[config.mk]
export PLATFORM = sky130hd
export DESIGN_NAME = audio_mixer
export DESIGN_NICKNAME = d
export VERILOG_FILES = /design/src/rtl/audio_pkg.sv /design/src/rtl/mix_mac.sv /design/src/rtl/audio_mixer.sv
export SDC_FILE = /design/constraint.sdc
export NUM_CORES = 1
export LEC_CHECK = 0
export ABC_AREA = 1
export ABC_CLOCK_PERIOD_IN_PS = 9100
export BUFFER_PORTS_ARGS = -buffer_cell sky130_fd_sc_hd__buf_2
export CAP_MARGIN = 30
export CORE_MARGIN = 2
export CORE_UTILIZATION = 49
export CTS_CLUSTER_DIAMETER = 100
export DETAILED_ROUTE_END_ITERATION = 12
export GPL_ROUTABILITY_DRIVEN = 0
export PLACE_DENSITY_LB_ADDON = 0.2
export SLEW_MARGIN = 20
export SYNTH_ARGS = -nofsm -noshare
export SYNTH_HDL_FRONTEND = slang
export SYNTH_SLANG_ARGS = --single-unit
[constraint.sdc]
create_clock -name clk -period 9.1 [get_ports clk]
set_clock_uncertainty 0.1 [all_clocks]
set_input_delay 0.91 -clock clk [delete_from_list [all_inputs] [get_ports clk]]
set_output_delay 0.91 -clock clk [all_outputs]
set_load 0.1 [all_outputs]
[src/rtl/audio_pkg.sv]
// Shared mixer types and arithmetic helpers: FSM state, accumulator sizing, saturating narrow.
// Combinational only; no latency and no flow control.
package audio_pkg;

  typedef enum logic [1:0] {
    ST_IDLE,
    ST_ACC,
    ST_DONE
  } mix_state_e;

  localparam int SAT_W = 64;

  // Wide enough that NUM_CH full-scale products at maximum gain can never wrap.
  function automatic int acc_width(input int in_w, input int gain_w, input int num_ch);
    return in_w + gain_w + 1 + $clog2(num_ch);
  endfunction

  // Clamp a sign-extended value into the w-bit signed range.
  function automatic logic [SAT_W-1:0] sat_narrow(input logic signed [SAT_W-1:0] v, input int w);
    logic signed [SAT_W-1:0] hi;
    logic signed [SAT_W-1:0] lo;
    hi = (64'sd1 <<< (w - 1)) - 64'sd1;
    lo = -(64'sd1 <<< (w - 1));
    if (v > hi) return hi;
    if (v < lo) return lo;
    return v;
  endfunction

  function automatic logic sat_clips(input logic signed [SAT_W-1:0] v, input int w);
    return (v > ((64'sd1 <<< (w - 1)) - 64'sd1)) || (v < -(64'sd1 <<< (w - 1)));
  endfunction

endpackage

[src/rtl/mix_mac.sv]
// One-side signed-sample x unsigned-gain multiply-accumulate; clear wins over enable.
// Accumulator updates on the edge after en; no backpressure.
module mix_mac
  import audio_pkg::*;
#(
  parameter int IN_W   = 16,
  parameter int GAIN_W = 6,
  parameter int ACC_W  = acc_width(16, 6, 4)
) (
  input  logic                    clk,
  input  logic                    rst,
  input  logic                    clr,
  input  logic                    en,
  input  logic signed [IN_W-1:0]  sample,
  input  logic [GAIN_W-1:0]       gain,
  output logic signed [ACC_W-1:0] acc
);

  localparam int PROD_W = IN_W + GAIN_W + 1;

  logic signed [PROD_W-1:0] prod;
  logic signed [ACC_W-1:0]  acc_d;
  logic signed [ACC_W-1:0]  acc_q;

  assign prod = PROD_W'(sample) * PROD_W'($signed({1'b0, gain}));

  always_comb begin
    acc_d = acc_q;
    if (clr) begin
      acc_d = '0;
    end else if (en) begin
      acc_d = acc_q + ACC_W'(prod);
    end
  end

  always_ff @(posedge clk) begin
    if (!rst) acc_q <= '0;
    else      acc_q <= acc_d;
  end

  assign acc = acc_q;

endmodule

[src/rtl/audio_mixer.sv]
// N-source stereo mixer: snapshot on next_sample, one MAC per channel per clock, saturate, register.
// out_valid NUM_CH+2 cycles after accept; strobes arriving while busy are dropped and flagged as overrun.
module audio_mixer
  import audio_pkg::*;
#(
  parameter int NUM_CH     = 4,
  parameter int IN_W       = 16,
  parameter int OUT_W      = 24,
  parameter int GAIN_W     = 6,
  parameter int GAIN_SHIFT = 5
) (
  input  logic                     clk,
  input  logic                     rst,
  input  logic                     next_sample,
  input  logic [NUM_CH*IN_W-1:0]   ch_left,
  input  logic [NUM_CH*IN_W-1:0]   ch_right,
  input  logic [NUM_CH*GAIN_W-1:0] ch_gain,
  input  logic [NUM_CH-1:0]        ch_en_left,
  input  logic [NUM_CH-1:0]        ch_en_right,
  input  logic                     flags_clear,
  output logic [OUT_W-1:0]         left_out,
  output logic [OUT_W-1:0]         right_out,
  output logic                     out_valid,
  output logic                     busy,
  output logic                     clip_l,
  output logic                     clip_r,
  output logic                     overrun
);

  localparam int ACC_W = acc_width(IN_W, GAIN_W, NUM_CH);
  localparam int IDX_W = $clog2(NUM_CH);

  mix_state_e                state_q, state_d;
  logic [IDX_W-1:0]          idx_q, idx_d;
  logic [NUM_CH*IN_W-1:0]    snap_l_q, snap_l_d, snap_r_q, snap_r_d;
  logic [NUM_CH*GAIN_W-1:0]  snap_gain_q, snap_gain_d;
  logic [NUM_CH-1:0]         snap_en_l_q, snap_en_l_d, snap_en_r_q, snap_en_r_d;
  logic [OUT_W-1:0]          left_out_q, left_out_d, right_out_q, right_out_d;
  logic                      out_valid_q, out_valid_d, busy_q, busy_d;
  logic                      clip_l_q, clip_l_d, clip_r_q, clip_r_d, overrun_q, overrun_d;

  logic                      mac_clr;
  logic                      mac_en_l, mac_en_r;
  logic signed [IN_W-1:0]    smp_l, smp_r;
  logic [GAIN_W-1:0]         gain_cur;
  logic signed [ACC_W-1:0]   acc_l, acc_r, shr_l, shr_r;

  assign mac_clr  = (state_q == ST_IDLE) && next_sample;
  assign mac_en_l = (state_q == ST_ACC) && snap_en_l_q[idx_q];
  assign mac_en_r = (state_q == ST_ACC) && snap_en_r_q[idx_q];
  assign smp_l    = snap_l_q[idx_q*IN_W +: IN_W];
  assign smp_r    = snap_r_q[idx_q*IN_W +: IN_W];
  assign gain_cur = snap_gain_q[idx_q*GAIN_W +: GAIN_W];

  mix_mac #(.IN_W(IN_W), .GAIN_W(GAIN_W), .ACC_W(ACC_W)) u_mac_l (
    .clk(clk), .rst(rst), .clr(mac_clr), .en(mac_en_l),
    .sample(smp_l), .gain(gain_cur), .acc(acc_l)
  );

  mix_mac #(.IN_W(IN_W), .GAIN_W(GAIN_W), .ACC_W(ACC_W)) u_mac_r (
    .clk(clk), .rst(rst), .clr(mac_clr), .en(mac_en_r),
    .sample(smp_r), .gain(gain_cur), .acc(acc_r)
  );

  // Arithmetic shift floors toward -inf, matching a truncating DAC-side divide.
  assign shr_l = acc_l >>> GAIN_SHIFT;
  assign shr_r = acc_r >>> GAIN_SHIFT;

  always_comb begin
    state_d     = state_q;
    idx_d       = idx_q;
    snap_l_d    = snap_l_q;
    snap_r_d    = snap_r_q;
    snap_gain_d = snap_gain_q;
    snap_en_l_d = snap_en_l_q;
    snap_en_r_d = snap_en_r_q;
    left_out_d  = left_out_q;
    right_out_d = right_out_q;
    out_valid_d = 1'b0;
    busy_d      = busy_q;
    clip_l_d    = clip_l_q & ~flags_clear;
    clip_r_d    = clip_r_q & ~flags_clear;
    overrun_d   = overrun_q & ~flags_clear;

    case (state_q)
      ST_IDLE: begin
        if (next_sample) begin
          snap_l_d    = ch_left;
          snap_r_d    = ch_right;
          snap_gain_d = ch_gain;
          snap_en_l_d = ch_en_left;
          snap_en_r_d = ch_en_right;
          idx_d       = '0;
          busy_d      = 1'b1;
          state_d     = ST_ACC;
        end
      end
      ST_ACC: begin
        if (next_sample) overrun_d = 1'b1;
        idx_d = idx_q + 1'b1;
        if (idx_q == IDX_W'(NUM_CH - 1)) state_d = ST_DONE;
      end
      ST_DONE: begin
        if (next_sample) overrun_d = 1'b1;
        left_out_d  = OUT_W'(sat_narrow(SAT_W'(shr_l), IN_W)) << (OUT_W - IN_W);
        right_out_d = OUT_W'(sat_narrow(SAT_W'(shr_r), IN_W)) << (OUT_W - IN_W);
        if (sat_clips(SAT_W'(shr_l), IN_W)) clip_l_d = 1'b1;
        if (sat_clips(SAT_W'(shr_r), IN_W)) clip_r_d = 1'b1;
        out_valid_d = 1'b1;
        busy_d      = 1'b0;
        state_d     = ST_IDLE;
      end
      default: state_d = ST_IDLE;
    endcase
  end

  always_ff @(posedge clk) begin
    if (!rst) begin
      state_q     <= ST_IDLE;
      idx_q       <= '0;
      snap_l_q    <= '0;
      snap_r_q    <= '0;
      snap_gain_q <= '0;
      snap_en_l_q <= '0;
      snap_en_r_q <= '0;
      left_out_q  <= '0;
      right_out_q <= '0;
      out_valid_q <= 1'b0;
      busy_q      <= 1'b0;
      clip_l_q    <= 1'b0;
      clip_r_q    <= 1'b0;
      overrun_q   <= 1'b0;
    end else begin
      state_q     <= state_d;
      idx_q       <= idx_d;
      snap_l_q    <= snap_l_d;
      snap_r_q    <= snap_r_d;
      snap_gain_q <= snap_gain_d;
      snap_en_l_q <= snap_en_l_d;
      snap_en_r_q <= snap_en_r_d;
      left_out_q  <= left_out_d;
      right_out_q <= right_out_d;
      out_valid_q <= out_valid_d;
      busy_q      <= busy_d;
      clip_l_q    <= clip_l_d;
      clip_r_q    <= clip_r_d;
      overrun_q   <= overrun_d;
    end
  end

  assign left_out  = left_out_q;
  assign right_out = right_out_q;
  assign out_valid = out_valid_q;
  assign busy      = busy_q;
  assign clip_l    = clip_l_q;
  assign clip_r    = clip_r_q;
  assign overrun   = overrun_q;

endmodule

==> impl_metrics.yaml <==
layout:
  n_antenna_cell: 0
  final_area_mm2: 0.0227
  area_growth_pct: 11.3
  nNetsFinal: 3458
  utilization_pct: 55.5
  fill_cells: 4053
  drive_above_1_share_pct: 11.1
routing:
  ant_nets: 0
  drc_errors: 0
  vias: 18300
  drt-initial-drc-count: 1303
  vias_per_cell: 5.17
  wire_per_inst_um: 16.2
  wl_mm: 57.3
  drt_first_pass_iters: 6
worst_setup_path:
  required_ns: 9.48
  r2r_setup_slack_ns: 2.48
  end_kind: "register"
  cp_max_fo: 41
  worstRegToRegCells: 22
  crit_arrival_ns: 7.00
  start_kind: "register"
  r2r-end: "u_mac_r.acc[23]$_SDFFE_PP0P_"
  crit_type: "register to register"
  worstReg2RegStart: "idx_q[1]$_SDFFE_PN0P_"
floorplan:
  die-height_um: 208
  dieArea_mm2: 0.0434
  initial_core_util_pct: 49.8
  ios: 217
  core_area_mm2: 0.0410
  die_w_um: 208
  rows: 74
synthesis:
  syn_avg_cell_area_um2: 7.15
  syn-cell-area_mm2: 0.0204
  yosys-top-cells-count: "563 x nand2_1, 554 x inv_1, 490 x nor2_1"
  synth_top_area_cell: "dfxtp_1"
  synth_xor_area_share_pct: 0.600
  synth_fa_ha_area_share_pct: 25.2
  ys_seq_area_share_pct: 24.6
  synth_top_family_by_area: "adder cells"
  yosysMostFrequentCell: "nand2_1"
  yosysTopAreaCellShare_pct: 24.6
  yosys.cell_types.count: 39
  synth_seq_cells: 251
  synth_edf_count: 0
  yosys.area_share.simple_pct: 22.2
  synth_compound_area_share_pct: 13.6
  synthMuxAreaShare_pct: 0
  async_flop_share_pct: 0
  ys_warn_count: 0
  synth.area.top_cells: "dfxtp_1 25%, fa_1 18%, nand2_1 10%"
  syn_inst: 2859
  synth_flop_cell: "dfxtp_1"
pwr:
  ir_drop_mv: 0.134
  p_leak_nw: 11.3
  pwr_density_cell_mw_per_mm2: 181
timing:
  setup-tns-final_ns: 0
  rsz0062_at_grt: "no"
  final_hold_viol_count: 0
  fmax_mhz: 151
  relSlewSlack_pct: 30.8
  tightest_slew_ns: 1.04
  post-route-min-period_ns: 6.62
  worst_hold_slack_ns: 0.362
  finalCritPeriodShare_pct: 72.7
  setup_viol: 0
  drv_slew: 0
status:
  status: "complete, no violations"
global_routing:
  grt_pass1_vias: 18200
  globalRouteTotalUtil_pct: 26.8
  grt_max_degree: 117
  grt_overflow: 0
  antenna_found_initial: 1
  grt_pass1_wl_mm: 94.0
clock_tree:
  clockBufferDepth: 3
  cts_tree: "built"
  cts.sinks: 251
  htree_num_levels: 1
  path_clk_slew_ns: 0.06
  post-cts-setup-buffer-count: 0
  cts_root_buf: "clkbuf_16"
  clk_latency_ns: 0.60
  cts_hold_buf: 0
  cts_buffers: 30
  cts_resized: 0
placement:
  port_buffers: 200
  dpl.hpwl_mm: 44.5
  dpl_cell_area_mm2: 0.0217
min_path:
  worst_hold_path.endpoint: "left_out[8]$_SDFFE_PN0P_"
  worstHoldStart: "left_out[8]$_SDFFE_PN0P_"
  whs_path_depth: 2
  hold_class: "register to register"
run:
  maxCapViolations: 0
## logic make-up after synthesis
kind of cell               Yosys count
xor gates and xnor gates            14
AOI/OAI and AO/OA                  429
buffers and inverters              703
and+or+nand+nor                   1163
other                                1
adders and majority gates          298
DFF                                251
## layout by cell type, fill, tap and decap left out, types with 20 or more instances in the layout
cell type    n
a21oi_1    127
a32oi_2     20
buf_2      199
clkbuf_16   30
dfxtp_1    250
fa_1       188
ha_1       110
inv_1      554
nand2_1    562
nand3_1     86
nor2_1     489
o21ai_0    220
## per-layer routing
| metal | vias to the layer above | track usage (%) | part of all wire (%) |
|---|---|---|---|
| li1 | 8947 | - | - |
| met1 | 8804 | 33.9 | 43 |
| met2 | 473 | 48.1 | 50 |
| met3 | 101 | 2.42 | 4.3 |
| met4 | 0 | 8.81 | 3.2 |
| met5 | - | 0 | 0 |
## per-stage QoR
step	std cells	setup WS, ns	total power [mW]
after detailed placement	3493	2.52	2.85
after global routing	3544	1.97	4.40
final	3544	2.48	4.12
after global placement	3490	2.52	2.81
after CTS	3541	2.51	4.13
after floorplan	2874	4.19	2.45
## state kept, by name (all words and copies together), names as in the netlist
name,flops
overrun,1
clip_l,1
u_mac_r.acc,25
snap_en_l_q,4
snap_l_q,64
snap_r_q,64
idx_q,2
right_out,16
out_valid,1
u_mac_l.acc,25
busy,1
state_q,2
snap_en_r_q,4
left_out,16
snap_gain_q,24
clip_r,1
## power by group
part	total (mW)	internal [mW]	leakage (nW)	switching, mW
Sequential	1.27	1.21	2.06	0.0632
Clock	1.27	0.772	0.497	0.496
Combinational	1.58	0.522	8.71	1.06
Total	4.12	2.50	11.3	1.61
## area by class of cell
class                      instances  area, um2  share of cell area, %
inverter                         571       2150                   9.44
clock inverter                    10        203                  0.891
timing repair buffer             222       1240                   5.43
clock buffer                      38        821                   3.61
tap                              532        666                   2.93
sequential                       251       5030                   22.1
multi-input combinational       1920      12600                   55.6
## worst max path at each step
stage                          start  cells after the start                      endpoint
2_1_floorplan  idx_q[1]$_SDFFE_PN0P_                     24  u_mac_r.acc[18]$_SDFFE_PP0P_
3_3_place_gp   idx_q[1]$_SDFFE_PN0P_                     22  u_mac_r.acc[20]$_SDFFE_PP0P_
3_5_place_dp   idx_q[1]$_SDFFE_PN0P_                     22  u_mac_r.acc[23]$_SDFFE_PP0P_
4_1_cts        idx_q[1]$_SDFFE_PN0P_                     22  u_mac_r.acc[23]$_SDFFE_PP0P_
5_1_grt        idx_q[1]$_SDFFE_PN0P_                     21  u_mac_l.acc[20]$_SDFFE_PP0P_
6_report       idx_q[1]$_SDFFE_PN0P_                     22  u_mac_r.acc[23]$_SDFFE_PP0P_
## critical path, cell delays in order, from the launching register on
cell,delay [ns]
dfxtp_1,0.47
clkinv_2,0.68
a32oi_4,1.07
inv_2,0.28
nor2_1,0.25
inv_1,0.09
fa_1,0.53
inv_1,0.05
fa_1,0.47
fa_1,0.54
inv_1,0.05
fa_1,0.52
inv_1,0.04
ha_1,0.34
nand2_1,0.10
nor2_1,0.26
nand2_1,0.12
nor2_1,0.11
nand2_1,0.08
nand4_1,0.10
nand3_1,0.09
nand2_1,0.07
inv_1,0.04
Power figures use the tool's default switching activity.
